**config.mk**
```make
export PLATFORM = sky130hd
export DESIGN_NAME = sample_gate_detector
export DESIGN_NICKNAME = d
export VERILOG_FILES = /design/src/rtl/sample_gate_detector_pkg.sv /design/src/rtl/sample_gate_detector_envelope_follower.sv /design/src/rtl/sample_gate_detector.sv
export SDC_FILE = /design/constraint.sdc
export NUM_CORES = 1
export LEC_CHECK = 0
export ABC_AREA = 1
export BUFFER_PORTS_ARGS = -buffer_cell sky130_fd_sc_hd__buf_2
export CELL_PAD_IN_SITES_DETAIL_PLACEMENT = 1
export CELL_PAD_IN_SITES_GLOBAL_PLACEMENT = 1
export CORE_MARGIN = 4
export CORE_UTILIZATION = 43
export DETAILED_ROUTE_END_ITERATION = 8
export HOLD_SLACK_MARGIN = 0.08
export PLACE_DENSITY = 0.92
export SYNTH_ARGS = -nofsm -noshare
export SYNTH_HDL_FRONTEND = slang
export SYNTH_SLANG_ARGS = --single-unit
```
**constraint.sdc**
```tcl
create_clock -name clk -period 6.8 [get_ports clk]
set_clock_uncertainty 0.2 [all_clocks]
set_input_delay 0.34 -clock clk [delete_from_list [all_inputs] [get_ports clk]]
set_output_delay 0.34 -clock clk [all_outputs]
set_load 0.03 [all_outputs]
```
**src/rtl/sample_gate_detector_pkg.sv**
```systemverilog
// Shared definitions for the sound-gate detector: supply scale, sample type,
// the gate state encoding and the saturating rectifier.
package sample_gate_detector_pkg;

    localparam int VCC = 1 << 14;

    typedef logic signed [15:0] sample_t;

    localparam sample_t SAMPLE_MAX = sample_t'(2 * VCC - 1);

    typedef enum logic [1:0] {
        ST_IDLE,
        ST_ARMING,
        ST_ACTIVE,
        ST_RELEASING
    } state_t;

    // The most negative sample has no positive twin, so it pins to full scale.
    function automatic sample_t sat_abs(input sample_t s);
        if (s == 16'sh8000) begin
            return SAMPLE_MAX;
        end else if (s < 0) begin
            return -s;
        end else begin
            return s;
        end
    endfunction

endpackage

```
**src/rtl/sample_gate_detector_envelope_follower.sv**
```systemverilog
// Envelope follower: full-wave rectifier, asymmetric attack/release step and
// clamp. env_next is exposed so the gate logic sees the value being loaded.
module sample_gate_detector_envelope_follower
    import sample_gate_detector_pkg::*;
#(
    parameter int ATTACK_SHIFT  = 2,
    parameter int RELEASE_SHIFT = 6
) (
    input  logic               clk,
    input  logic               I_RSTn,
    input  logic               audio_clk_en,
    input  logic signed [15:0] in,
    output logic signed [15:0] env_next,
    output logic signed [15:0] envelope
);

    sample_t            envelope_q;
    sample_t            envelope_d;
    logic signed [16:0] rect_w;
    logic signed [16:0] env_w;
    logic signed [16:0] diff;
    logic signed [16:0] mag;
    logic signed [16:0] step;
    logic signed [16:0] sum;

    // NOTE: every signal written here gets a value on every path first, so no latch is inferred.
    always_comb begin
        rect_w = {1'b0, sat_abs(in)};
        env_w  = {1'b0, envelope_q};
        diff   = rect_w - env_w;
        mag    = (diff < 0) ? -diff : diff;

        if (diff > 0) begin
            step = diff >>> ATTACK_SHIFT;
        end else begin
            step = mag >>> RELEASE_SHIFT;
        end
        // A minimum step of one guarantees exact convergence onto the input.
        if (diff != 0 && step == 0) begin
            step = 17'sd1;
        end

        sum = (diff < 0) ? env_w - step : env_w + step;

        if (sum > 17'sd32767) begin
            env_next = SAMPLE_MAX;
        end else if (sum < 0) begin
            env_next = '0;
        end else begin
            env_next = sum[15:0];
        end

        envelope_d = audio_clk_en ? env_next : envelope_q;
    end

    // NOTE: state uses non-blocking assignment so every flop samples pre-edge values.
    always_ff @(posedge clk or negedge I_RSTn) begin
        if (!I_RSTn) begin
            envelope_q <= '0;
        end else begin
            envelope_q <= envelope_d;
        end
    end

    assign envelope = envelope_q;

endmodule

```
**src/rtl/sample_gate_detector.sv**
```systemverilog
// Sound-presence gate: envelope follower feeding a hysteresis comparator with
// hold-count debounce; produces a registered gate plus one-clk edge pulses.
module sample_gate_detector
    import sample_gate_detector_pkg::*;
#(
    parameter int ATTACK_SHIFT  = 2,
    parameter int RELEASE_SHIFT = 6,
    parameter int THRESH_ON     = 2048,
    parameter int THRESH_OFF    = 1024,
    parameter int HOLD_ON       = 8,
    parameter int HOLD_OFF      = 96
) (
    input  logic               clk,
    input  logic               I_RSTn,
    input  logic               audio_clk_en,
    input  logic signed [15:0] in,
    output logic signed [15:0] envelope,
    output logic               gate,
    output logic               gate_rise,
    output logic               gate_fall
);

    localparam int HOLD_MAX = (HOLD_ON > HOLD_OFF) ? HOLD_ON : HOLD_OFF;
    localparam int CW       = $clog2(HOLD_MAX + 1);

    localparam logic [CW-1:0] HOLD_ON_C  = CW'(HOLD_ON);
    localparam logic [CW-1:0] HOLD_OFF_C = CW'(HOLD_OFF);
    localparam sample_t       TH_ON      = sample_t'(THRESH_ON);
    localparam sample_t       TH_OFF     = sample_t'(THRESH_OFF);

    if (THRESH_OFF > THRESH_ON) begin : g_bad_thresh
        $error("sample_gate_detector: THRESH_OFF must not exceed THRESH_ON");
    end
    if (HOLD_ON < 1) begin : g_bad_hold_on
        $error("sample_gate_detector: HOLD_ON must be at least 1");
    end
    if (HOLD_OFF < 1) begin : g_bad_hold_off
        $error("sample_gate_detector: HOLD_OFF must be at least 1");
    end

    sample_t env_next;

    sample_gate_detector_envelope_follower #(
        .ATTACK_SHIFT (ATTACK_SHIFT),
        .RELEASE_SHIFT(RELEASE_SHIFT)
    ) u_envelope_follower (
        .clk         (clk),
        .I_RSTn      (I_RSTn),
        .audio_clk_en(audio_clk_en),
        .in          (in),
        .env_next    (env_next),
        .envelope    (envelope)
    );

    state_t        state_q, state_d;
    logic [CW-1:0] cnt_q, cnt_d;
    logic [CW-1:0] cnt_inc;
    logic          gate_q, gate_d;
    logic          gate_rise_q, gate_rise_d;
    logic          gate_fall_q, gate_fall_d;

    always_comb begin
        state_d = state_q;
        cnt_d   = cnt_q;
        cnt_inc = cnt_q + CW'(1);

        if (audio_clk_en) begin
            unique case (state_q)
                ST_IDLE: begin
                    if (env_next >= TH_ON) begin
                        if (HOLD_ON == 1) begin
                            state_d = ST_ACTIVE;
                            cnt_d   = '0;
                        end else begin
                            state_d = ST_ARMING;
                            cnt_d   = CW'(1);
                        end
                    end
                end
                ST_ARMING: begin
                    if (env_next < TH_ON) begin
                        state_d = ST_IDLE;
                        cnt_d   = '0;
                    end else if (cnt_inc == HOLD_ON_C) begin
                        state_d = ST_ACTIVE;
                        cnt_d   = '0;
                    end else begin
                        cnt_d = cnt_inc;
                    end
                end
                ST_ACTIVE: begin
                    if (env_next < TH_OFF) begin
                        if (HOLD_OFF == 1) begin
                            state_d = ST_IDLE;
                            cnt_d   = '0;
                        end else begin
                            state_d = ST_RELEASING;
                            cnt_d   = CW'(1);
                        end
                    end
                end
                ST_RELEASING: begin
                    if (env_next >= TH_OFF) begin
                        state_d = ST_ACTIVE;
                        cnt_d   = '0;
                    end else if (cnt_inc == HOLD_OFF_C) begin
                        state_d = ST_IDLE;
                        cnt_d   = '0;
                    end else begin
                        cnt_d = cnt_inc;
                    end
                end
                default: begin
                    state_d = ST_IDLE;
                    cnt_d   = '0;
                end
            endcase
        end

        // Pulses follow gate edges; idle cycles leave gate unchanged, so they self-clear.
        gate_d      = (state_d == ST_ACTIVE) || (state_d == ST_RELEASING);
        gate_rise_d = gate_d & ~gate_q;
        gate_fall_d = ~gate_d & gate_q;
    end

    always_ff @(posedge clk or negedge I_RSTn) begin
        if (!I_RSTn) begin
            state_q     <= ST_IDLE;
            cnt_q       <= '0;
            gate_q      <= 1'b0;
            gate_rise_q <= 1'b0;
            gate_fall_q <= 1'b0;
        end else begin
            state_q     <= state_d;
            cnt_q       <= cnt_d;
            gate_q      <= gate_d;
            gate_rise_q <= gate_rise_d;
            gate_fall_q <= gate_fall_d;
        end
    end

    assign gate      = gate_q;
    assign gate_rise = gate_rise_q;
    assign gate_fall = gate_fall_q;

endmodule
```
==> flow_metrics.tcl, run 1 <==
set metrics [dict create \
    clockBufferDepth 2 \
    synth_cells 827 \
    numCtsBuffers 3 \
    error_message "[ERROR DPL-0033] detailed placement checks failed during check placement." \
    yosysWarnings 0 \
    die_x_um 115 \
    die_h_um 115 \
    synth_seq_cells 28 \
    cts.sinks 28 \
    numPlacedInstances 1156 \
    io_buffers 37 \
    hpwl_um 19700 \
    post-cts-setup-buffer-count 28 \
    htree_levels 1 \
    start_util_pct 44.5 \
    ys_types 51 \
    hold_buffers 1 \
    synth-seq-area-share_pct 14.3 \
    place_ws_ns -1.60 \
    cts_root_buffer "clkbuf_16" \
    place_congestion 0.955 \
    syn-num-nets 883 \
    top_level_ports 38 \
    lastStage "4_1_cts" \
    postCtsResizedCells 100 \
    postSynthAreaPerCell_um2 5.91 \
    num_rows 38 \
    run_status "stopped before the end" \
    syn_area_mm2 0.00488 \
]
-- cells by family after synthesis --
group           share of synthesized area, %
simple gates                            46.8
buf+inv                                 11.9
compound gates                          11.3
fa+ha+maj                               9.78
xor+xnor                                5.92
flops                                   14.3
-- synth_stat cells, drive strengths merged --
cell type	count	area (um^2)
xor2	26	228
dfrtp	28	701
nor4	3	18.8
a2bb2oi	4	35.0
nand2	267	1080
a21oi	26	149
o31a	1	8.76
nand4	19	125
o22ai	2	12.5
o21ai	34	181
o21bai	3	22.5
ha	35	438
clkbuf	6	22.5
or2	2	12.5
clkinv	1	3.75
or3b	1	8.76
a211oi	1	7.51
a21o	2	15.0
fa	2	40.0
nand3b	7	52.6
nor3	15	85.1
nor2	87	395
nor3b	2	15.0
and2	5	31.3
buf	5	36.3
a21bo	1	10.0
a22oi	3	22.5
a31oi	6	37.5
o31ai	3	22.5
nand3	82	458
xnor2	7	61.3
inv	138	518
o221ai	1	8.76
a21boi	2	18.8
-- metrics by stage --
stage	cell area (um^2)	util (%)
floorplan	5080	-
detailed placement	6610	60.2
global placement	6610	60.2
==> run 2: changes to the inputs <==
--- a/config.mk
+++ b/config.mk
@@ -7,13 +7,10 @@
 export LEC_CHECK = 0
 export ABC_AREA = 1
 export BUFFER_PORTS_ARGS = -buffer_cell sky130_fd_sc_hd__buf_2
-export CELL_PAD_IN_SITES_DETAIL_PLACEMENT = 1
-export CELL_PAD_IN_SITES_GLOBAL_PLACEMENT = 1
 export CORE_MARGIN = 4
-export CORE_UTILIZATION = 43
+export CORE_UTILIZATION = 35
 export DETAILED_ROUTE_END_ITERATION = 8
-export HOLD_SLACK_MARGIN = 0.08
-export PLACE_DENSITY = 0.92
+export PLACE_DENSITY_LB_ADDON = 0.15
 export SYNTH_ARGS = -nofsm -noshare
 export SYNTH_HDL_FRONTEND = slang
 export SYNTH_SLANG_ARGS = --single-unit
==> run 2 against run 1 <==
Compared with the run above:
- the flow now finishes, with violations (setup timing)
- synthesized area did not move
- synthesized cell count did not move
==> flow_metrics.tcl, run 2 <==
set metrics [dict create \
    cts_tree "done" \
    final_cell_mix "217 x nand2_1, 195 x buf_4, 120 x inv_1, 66 x nand3_1, 60 x nor2_1" \
    drtPass1Iterations 5 \
    synth_area_leaders "nand2_1 18%, dfrtp_1 14%, inv_1 10%" \
    via_per_inst 4.76 \
    area_growth_syn_to_layout_pct 54.5 \
    grt_max_degree 29 \
    synth_cells 827 \
    hold_viol_final 0 \
    cts_root_buffer "clkbuf_16" \
    drc_errors 0 \
    postSynthAreaPerCell_um2 5.91 \
    hp-class "flip-flop to flip-flop" \
    antenna_found_initial 0 \
    die_h_um 126 \
    run_status "finished with violations" \
    ant_nets 0 \
    min_period_ns 7.33 \
    drive_gt1_share_pct 39.3 \
    num_vias 5903 \
    clkLatencyLatePin_ns 0.26 \
    synth_edf_count 0 \
    nNetsFinal 1120 \
    design.core.area_mm2 0.0135 \
    die-area_mm2 0.0159 \
    cp.required_ns 6.76 \
    setup_viol 23 \
    top_level_ports 38 \
    fin_ws_ns -0.535 \
    ys_types 51 \
    drv_cap 0 \
    syn_area_mm2 0.00488 \
    numCtsBuffers 3 \
    start_util_pct 36.3 \
    yosysWarnings 0 \
    slowest_stage "fa_2" \
    synth_top_area_share_pct 18.4 \
    worstMarginPinSlew_ns 0.727 \
    synth-seq-area-share_pct 14.3 \
    grt_pass1_vias 5536 \
    io_buffers 37 \
    critPathKind "input port to flip-flop" \
    timing.final.crit_share_pct 108 \
    violations "setup timing" \
    synth_seq_cells 28 \
    timing.slew.headroom_pct 51.1 \
    critPathLaunchType "input port" \
    hpwl_um 13400 \
    finalMaxSlewViolations 0 \
    htree_levels 1 \
    cts.sinks 28 \
    grt_pass1_wl_um 26700 \
    fmax_mhz 136 \
    setup_tns_ns -7.19 \
    rsz0062_at_grt "yes" \
    die_x_um 126 \
    crit_arrival_ns 7.29 \
    yosysMostFrequentCell "nand2_1" \
    grt_overflow 0 \
    antenna_cells 0 \
    num_rows 42 \
    grt_usage_pct 20.0 \
    final_common_cell "nand2_1" \
    syn-num-nets 883 \
    synth_ff_type "dfrtp_1" \
    wl_um 16500 \
    async_flop_share_pct 100 \
    clockBufferDepth 2 \
    cp_max_fo 6 \
    num-fill-cells 1369 \
    largest_reg_flops 16 \
    path_clk_slew_ns 0.07 \
    crit_top_cell "nor2_4" \
    place_congestion 0.869 \
    ys_top_cells_by_count "239 x nand2_1, 134 x inv_1, 75 x nor2_1, 74 x nand3_1, 35 x ha_1" \
    yosys.area.top_type "nand2_1" \
    slowest_delay_ns 0.56 \
    wl_per_cell_um 13.3 \
    crit_path_end_kind "flip-flop" \
    drt_iter0_drc 420 \
]
run 2: cell counts after synthesis:
Identical to the previous run, type by type.
run 2: final timing paths:
kind | endpoint | slack [ns] | depth (start not counted) | startpoint
hold / removal | gate_rise$_DFF_PN0_ | 0.24 | 1 | gate$_DFF_PN0_
hold reg to reg | gate_rise$_DFF_PN0_ | 0.24 | 1 | gate$_DFF_PN0_
min in group asynchronous | u_envelope_follower.envelope[14]$_DFFE_PN0P_ | 0.44 | 2 | I_RSTn
setup / recovery | cnt_q[1]$_DFFE_PN0P_ | -0.53 | 54 | in[0]
max in group asynchronous | u_envelope_follower.envelope[8]$_DFFE_PN0P_ | 5.54 | 2 | I_RSTn
setup reg to reg | cnt_q[1]$_DFFE_PN0P_ | 0.49 | 46 | u_envelope_follower.envelope[3]$_DFFE_PN0P_
run 2: layer usage:
metal  global-route usage, %  vias to the layer above  wire [um]
met2                    33.0                      104       7670
met3                    1.06                       11        439
met5                       0                        -          0
met4                    2.27                        0        127
met1                    29.8                     2662       8270
li1                        -                     3126          -
run 2: per-stage QoR:
step	hold WS [ns]	cells	worst slack, ns	util (%)	area (um^2)
6_report	0.244	1239	-0.535	56.1	7550
4_1_cts	0.247	1231	-0.338	53.4	7180
5_1_grt	0.282	1239	-1.05	56.1	7550
2_1_floorplan	-0.156	827	-0.0915	-	5080
3_5_place_dp	0.205	1203	-1.12	50.1	6750
3_3_place_gp	0.202	1203	-1.08	50.1	6750
run 2: logic make-up (layout without fill, tap and decap cells):
group	count (synthesis)	in the layout	share of synthesized area (%)
flops	28	28	14.3
xor+xnor	33	33	5.92
fa+ha+maj	37	37	9.78
simple gates	490	490	46.8
compound gates	89	89	11.3
buf+inv	150	386	11.9
run 2: cell type report:
class | instances | area, um^2 | share of cell area (%)
multi-input combinational | 649 | 4180 | 55.4
timing repair buffer | 243 | 1810 | 24.0
sequential | 28 | 701 | 9.29
inverter | 139 | 543 | 7.20
tap | 176 | 220 | 2.92
clock buffer | 4 | 88.8 | 1.18
run 2: critical path, delay by kind of cell:
| kind | cells | cell delay [ns] |
|---|---|---|
| adder cells (fa/ha/maj) | 5 | 1.28 |
| AND/OR/NAND/NOR | 31 | 3.50 |
| buffers and inverters | 10 | 0.78 |
| AO/OA/AOI/OAI | 6 | 0.94 |
| XOR/XNOR | 2 | 0.42 |
run 2: repair_timing:
action | CTS | global route
pin swaps | 43 | 34
hold endpoints to repair | 28 | 0
endpoints found under the setup margin | 27 | 27
gates cloned | 0 | 0
resized for setup | 39 | 71
buffers inserted | 23 | 8
hold buffers | 1 | 0
Power of run 2 is left out: the tool's default activity adds up to more than one toggle a clock period on the data nets, which glitch-free logic cannot reach.
